===== src/rtl/machine_mode_types_1_12_pkg.sv =====
// Shared types for the machine-mode interrupt controller.
//   int_ctrl_state_t : request/service state of the trap handshake.
//   PRIO_W_DEFAULT   : default width of a per-source priority field.
package machine_mode_types_1_12_pkg;

    typedef enum logic [1:0] {
        IDLE    = 2'd0,
        REQ     = 2'd1,
        SERVICE = 2'd2
    } int_ctrl_state_t;

    localparam int unsigned PRIO_W_DEFAULT = 3;

endpackage


===== src/rtl/priv_1_12_int_prio_arb.sv =====
// Combinational priority arbiter for the interrupt controller.
//   cand     : candidate vector (pending, enabled sources)
//   prio     : packed priorities, source i at [i*PRIO_W +: PRIO_W]
//   any_cand : at least one candidate with non-zero priority
//   winner   : index of the highest-priority candidate, lowest index on ties
module priv_1_12_int_prio_arb #(
    parameter int unsigned NUM_SRC = 16,
    parameter int unsigned PRIO_W  = 3,
    parameter int unsigned ID_W    = $clog2(NUM_SRC)
) (
    input  logic [NUM_SRC-1:0]        cand,
    input  logic [NUM_SRC*PRIO_W-1:0] prio,
    output logic                      any_cand,
    output logic [ID_W-1:0]           winner
);

    logic [PRIO_W-1:0] best;

    // Strictly-greater compare keeps the earliest index on equal priority,
    // and starting from zero drops priority-0 (masked) sources for free.
    always_comb begin
        best     = '0;
        winner   = '0;
        any_cand = 1'b0;
        for (int unsigned i = 0; i < NUM_SRC; i++) begin
            if (cand[i] && (prio[i*PRIO_W +: PRIO_W] > best)) begin
                best     = prio[i*PRIO_W +: PRIO_W];
                winner   = ID_W'(i);
                any_cand = 1'b1;
            end
        end
    end

endmodule


===== src/rtl/priv_1_12_int_ctrl.sv =====
// N-source machine-level interrupt controller.
// Latches per-source pending bits (edge or level), arbitrates by programmable
// priority, and runs a registered request/ack handshake to pipe control with
// in-service tracking released by mret.
// Ports:
//   CLK, nRST    : clock, asynchronous active-low reset
//   src_irq      : raw interrupt lines
//   src_edge     : per-source mode, 1 = rising edge, 0 = level
//   src_en       : per-source enables (mie)
//   src_prio     : packed priorities, 0 = masked
//   global_ie    : mstatus.mie
//   clear_pend   : software clear of edge-pending bits
//   trap_ack     : pipe has taken the requested trap
//   complete     : mret retired
//   pending      : pending vector (mip)
//   trap_req     : trap request to pipe control
//   trap_id      : winning source index
//   in_service   : trap being serviced
// Optional: define PRIV_INT_CTRL_SYNC_EN to add a 2-flop synchroniser on each
// src_irq bit (irq-to-trap_req latency 4 cycles instead of 2).
module priv_1_12_int_ctrl
    import machine_mode_types_1_12_pkg::*;
#(
    parameter int unsigned NUM_SRC = 16,
    parameter int unsigned PRIO_W  = PRIO_W_DEFAULT,
    parameter int unsigned ID_W    = $clog2(NUM_SRC)
) (
    input  logic                      CLK,
    input  logic                      nRST,
    input  logic [NUM_SRC-1:0]        src_irq,
    input  logic [NUM_SRC-1:0]        src_edge,
    input  logic [NUM_SRC-1:0]        src_en,
    input  logic [NUM_SRC*PRIO_W-1:0] src_prio,
    input  logic                      global_ie,
    input  logic [NUM_SRC-1:0]        clear_pend,
    input  logic                      trap_ack,
    input  logic                      complete,
    output logic [NUM_SRC-1:0]        pending,
    output logic                      trap_req,
    output logic [ID_W-1:0]           trap_id,
    output logic                      in_service
);

    int_ctrl_state_t    state;
    logic [NUM_SRC-1:0] irq_s;
    logic [NUM_SRC-1:0] prev;
    logic [NUM_SRC-1:0] ack_clr;
    logic [NUM_SRC-1:0] pend_nxt;
    logic [NUM_SRC-1:0] prio_nz;
    logic [NUM_SRC-1:0] cand;
    logic               any_cand;
    logic [ID_W-1:0]    winner;
    logic               ack_go;

`ifdef PRIV_INT_CTRL_SYNC_EN
    logic [NUM_SRC-1:0] sync_q1;
    logic [NUM_SRC-1:0] sync_q2;

    always_ff @(posedge CLK or negedge nRST) begin
        if (!nRST) begin
            sync_q1 <= '0;
            sync_q2 <= '0;
        end else begin
            sync_q1 <= src_irq;
            sync_q2 <= sync_q1;
        end
    end

    assign irq_s = sync_q2;
`else
    assign irq_s = src_irq;
`endif

    // An ack only clears the pending bit of the source being requested.
    assign ack_go = (state == REQ) && trap_ack;

    always_comb begin
        ack_clr = '0;
        prio_nz = '0;
        for (int unsigned i = 0; i < NUM_SRC; i++) begin
            ack_clr[i] = ack_go && (trap_id == ID_W'(i));
            prio_nz[i] = |src_prio[i*PRIO_W +: PRIO_W];
        end
    end

    // Edge bits: set has priority over clear. Level bits follow the input.
    assign pend_nxt = (src_edge & (((pending & ~(clear_pend | ack_clr))) | (irq_s & ~prev)))
                    | (~src_edge & irq_s);

    always_ff @(posedge CLK or negedge nRST) begin
        if (!nRST) begin
            prev    <= '0;
            pending <= '0;
        end else begin
            prev    <= irq_s;
            pending <= pend_nxt;
        end
    end

    assign cand = pending & src_en & prio_nz;

    priv_1_12_int_prio_arb #(
        .NUM_SRC (NUM_SRC),
        .PRIO_W  (PRIO_W),
        .ID_W    (ID_W)
    ) u_arb (
        .cand     (cand),
        .prio     (src_prio),
        .any_cand (any_cand),
        .winner   (winner)
    );

    always_ff @(posedge CLK or negedge nRST) begin
        if (!nRST) begin
            state      <= IDLE;
            trap_req   <= 1'b0;
            trap_id    <= '0;
            in_service <= 1'b0;
        end else begin
            case (state)
                IDLE: begin
                    if (global_ie && any_cand) begin
                        state    <= REQ;
                        trap_req <= 1'b1;
                        trap_id  <= winner;
                    end
                end
                REQ: begin
                    // Ack outranks withdrawal; trap_id is frozen while requesting.
                    if (trap_ack) begin
                        state      <= SERVICE;
                        trap_req   <= 1'b0;
                        in_service <= 1'b1;
                    end else if (!(global_ie && cand[trap_id])) begin
                        state    <= IDLE;
                        trap_req <= 1'b0;
                    end
                end
                SERVICE: begin
                    if (complete) begin
                        state      <= IDLE;
                        in_service <= 1'b0;
                    end
                end
                default: begin
                    state      <= IDLE;
                    trap_req   <= 1'b0;
                    in_service <= 1'b0;
                end
            endcase
        end
    end

endmodule


===== config.mk =====
export PLATFORM = sky130hd
export DESIGN_NAME = priv_1_12_int_ctrl
export DESIGN_NICKNAME = d
export VERILOG_FILES = /design/src/rtl/machine_mode_types_1_12_pkg.sv /design/src/rtl/priv_1_12_int_prio_arb.sv /design/src/rtl/priv_1_12_int_ctrl.sv
export SDC_FILE = /design/constraint.sdc
export NUM_CORES = 1
export LEC_CHECK = 0
export BUFFER_PORTS_ARGS = -buffer_cell sky130_fd_sc_hd__clkbuf_2
export CORE_ASPECT_RATIO = 0.5
export CORE_UTILIZATION = 30
export CTS_BUF_LIST = sky130_fd_sc_hd__clkbuf_4
export DETAILED_ROUTE_END_ITERATION = 10
export SLEW_MARGIN = 40
export SYNTH_ARGS = -nofsm -noshare
export SYNTH_HDL_FRONTEND = slang
export SYNTH_SLANG_ARGS = --single-unit

===== constraint.sdc =====
create_clock -name CLK -period 17.31 [get_ports CLK]
set_clock_uncertainty 0.05 [all_clocks]
set_input_delay 0 -clock CLK [delete_from_list [all_inputs] [get_ports CLK]]
set_output_delay 0 -clock CLK [all_outputs]
set_load 0.01 [all_outputs]

==> summary.md <==
| Metric | Value |
|---|---|
| DRC viols | 0 |
| Leak | 3.14 nW |
| Distinct cells, synth | 80 |
| Failing checks | setup timing |
| Async S/R FF share, synth | 100% |
| Drt initial violations | a little under 300 |
| Share of the yosys chip area belonging to registers | between 20% and 30% |
| Slowest-stage cell, CP | dfrtp_1 |
| Crit-path max FO | 5 |
| Top cell type by total area after synthesis | dfrtp_1 |
| Core ar. | 13,000 um^2 |
| Routed length per instance | about 16 um |
| Fmax | roughly 0.057 GHz |
| Crit path capture type | flop |
| M3 GR Usage | 2.40% |
| Number of flops mapped to enable cells by yosys | 0 |
| Syn Area/Cell | just over 8 um^2 |
| Nets | 918 |
| Busiest grt layer | met2 |
| Max-cap viol count | 0 |
| Vias in the first global route | 4,937 |
| CTS Buffer Depth | 2 |
| Pin count of the biggest net entering global routing | 41 |
| GRT Overall Usage | approximately a fifth |
| CTS Buf Count | 5 |
| Tightest Pin Transition | around 850 ps |
| Post-Synthesis Cell Area | roughly 4100 um^2 |
| Yosys reg bits | 40 |
| Synth top area share | 24.6% |
| Post-Syn Nets | 640 |
| Final Util | 51.8% |
| I/O Pins | ~140 |
| Final setup viols | 4 |
| Post-Place Cell Area | 5490 um^2 |
| Fin crit share | 101% |
| Gate power share | 65.2% |
| Startpoint Class | flop |
| Via count | 5,027 |
| Hpwl dp | between 10,000 and 15,000 um |
| Hold Slack | 129 ps |
| Ys Warns | 0 |
| Slew margin rel. | approximately 42% |
| Worst Path Arrival | about 18,000 ps |
| Clk root buf | clkbuf_4 |
| Starting Density | 31.4% |
| TritonRoute pass-1 iters | 5 |
| RSZ-0062 raised after global routing | yes |
| TritonCTS clock tree | done |
| WP buf/inv | 3 |
| Number of buffers added on ports | 138 |
| Post-layout instance area | 6710 um^2 |
| Cell Pwr Density | 81.1 nW/um^2 |
| Final Hold Vio Count | 0 |
| GR Util met2 | 36.6% |
| Final WS setup | -91.3 ps |
| CTS sink cnt | 40 |
| Fin crit period | 17,400 ps |
| Die X | 167 um |
| Status | finished, violations left |
| H-tree lvl count | 2 |
| First-pass GRT wire length | 24,000 um |
| Met1 usage | 28.3% |
| Register clock-pin slew on the reported worst setup and hold paths | 130 ps |
| Setup CP Type | reg2reg |
| Setup WS pre-CTS | -462 ps |
| Routed Antenna Nets | 0 |
| Area of the multi-input gates | 3440 um^2 |
| Clock power share | under 10% |
| Share of layout cells above drive strength 1 | 44.4% |
| Min-Delay Path Class | in2async |
| FILL cells | 1,216 |
| Total gr overflow | 0 |
| Mapped Cells | 502 |
| NetSw | 233 uW |
| Final Max Slew Viols | 0 |
| Worst EP required | ~18,000 ps |
| P&R area growth vs syn | 64.8% |
| Top FF cell, synth | dfrtp_1 |
| Cell Rows | 29 |
| Internal | 311 uW |
| Die Height | between 80 and 90 um |
| Die area | ~14,000 um^2 |
| Mean number of vias per cell | 5.29 |
| Placer Congestion | 0.885 |
| Register area | 1000 um^2 |
| Initial antenna violation count | 0 |
| Family with the most delay on the worst path | compound AO/OA/AOI/OAI gates |
| Max incr delay on CP | 430 ps |
| Flop pwr share | between 20% and 30% |
| Antenna diodes | 0 |
| Final setup TNS | -346 ps |
| Net Sw Frac | 42.9% |
| Area contributors post-synth | dfrtp_1 25%, nand2_1 6.8%, ha_1 6.5% |
| Later-pin clock latency in the skew report | 370 ps |
| Routed WL | between 15,000 and 20,000 um |
| Max IR drop VDD | 0.0398 mV |
-- worst paths after layout --
kind                             startpoint         end  slack [ps]  cells after the start
worst max-delay path             pending[0]  trap_id[3]         -90                    105
worst min-delay path                   nRST    prev[13]         130                      2
worst max register to register   pending[0]  trap_id[3]         -90                    105
worst min register to register     trap_req    trap_req         450                      2
max in group asynchronous              nRST  in_service       16690                      2
min in group CLK                src_irq[13]    prev[13]         240                      2
-- flip-flops by register name, summed over array words and instances (netlist names) --
signal / cells
state: 2
trap_req: 1
pending: 16
prev: 16
trap_id: 4
in_service: 1
-- synth_stat cells, drive strengths merged, types with 3 or more instances --
master and number:
mux2i 3, buf 4, mux2 8, a22oi 4, nand2b 9, nand2 74
and2 9, nor2 46, a311oi 4, nor3 10, and3 12, o2111ai 4
o31ai 15, a211oi 17, a2111oi 3, maj3 4, o21a 6, clkbuf 3
or2 5, nor2b 3, o311a 3, a21o 14, o311ai 13, o21ai 28
inv 30, or3 5, o211ai 4, o21bai 4, nand4 7, a21oi 25
a211o 3, a31oi 8, dfrtp 40, ha 21, nand3 21
-- worst register-to-register path: cells and delay by family (launching register included) --
kind	cells	cell delay (ps)
buf+inv	3	310
fa+ha+maj	17	4410
mux	3	930
compound gates	47	7030
flops	1	430
simple gates	35	4160
-- layout by cell type, fill, tap and decap left out, types with 4 or more instances in the layout --
cell type	Yosys	final
clkbuf_2	0	137
buf_4	1	85
nand2_1	74	71
dlygate4sd3_1	0	53
dfrtp_1	40	40
nor2_1	46	34
inv_1	30	28
nand3_1	21	20
o31ai_1	15	14
a21o_1	14	14
a21oi_1	25	13
a211oi_1	13	12
a21oi_2	0	10
ha_1	21	10
o311ai_0	12	9
o21ai_0	20	9
ha_4	0	9
and3_1	11	8
o21ai_1	5	8
nand2b_1	9	8
and2_1	9	7
nor2_4	0	7
o21ai_2	1	7
nor3_1	8	7
a31oi_1	8	6
mux2_4	4	6
clkbuf_4	0	6
nand4_1	5	5
nor2_2	0	5
o311ai_1	1	4
o21ai_4	2	4
o21a_1	4	4
-- through the flow --
step	std cells	power (mW)
after global routing	951	0.582
after global placement	849	0.405
after detailed placement	849	0.410
after floorplan	502	0.309
after CTS	938	0.504
final	951	0.544
-- area by class of cell --
type                       count  share of cell area (%)
clock buffer                   5                   0.560
clock inverter                 3                   0.280
inverter                      30                    1.72
multi-input combinational    425                    51.2
sequential                    40                    14.9
tap                          170                    3.17
timing repair buffer         278                    28.1
-- layer usage --
metal | share of wire, % | wire length [um]
met4 | 1.6 | 235
met2 | 48 | 7210
met3 | 3.0 | 455
met5 | 0 | 0
met1 | 48 | 7260
-- power groups by stage --
stage	registers, mW	logic [mW]	clock network [mW]
floorplan	0.126	0.183	0
global placement	0.141	0.264	0
detailed placement	0.141	0.269	0
CTS	0.139	0.314	0.0511
global route	0.143	0.385	0.0544
finish	0.140	0.354	0.0494
-- cells by family (layout without fill, tap and decap cells) --
kind of cell / Yosys count / in the layout / share of synthesized area [%]
buffers and inverters: 37 / 316 / 3.88
DFF: 40 / 40 / 24.6
and+or+nand+nor: 210 / 210 / 25.8
AOI/OAI and AO/OA: 177 / 177 / 33.8
muxes: 13 / 13 / 4.43
adders and majority gates: 25 / 25 / 7.47
-- timing repair --
| action | 4_1_cts | 5_1_grt |
|---|---|---|
| hold endpoints to repair | 75 | 0 |
| pin swaps | 62 | 53 |
| setup endpoints to repair | 6 | 6 |
| gates cloned | 0 | 0 |
| gates resized for setup | 20 | 41 |
| setup buffers | 28 | 13 |
| hold buffers | 53 | 0 |
No activity file was read; power rests on OpenSTA's default activity.
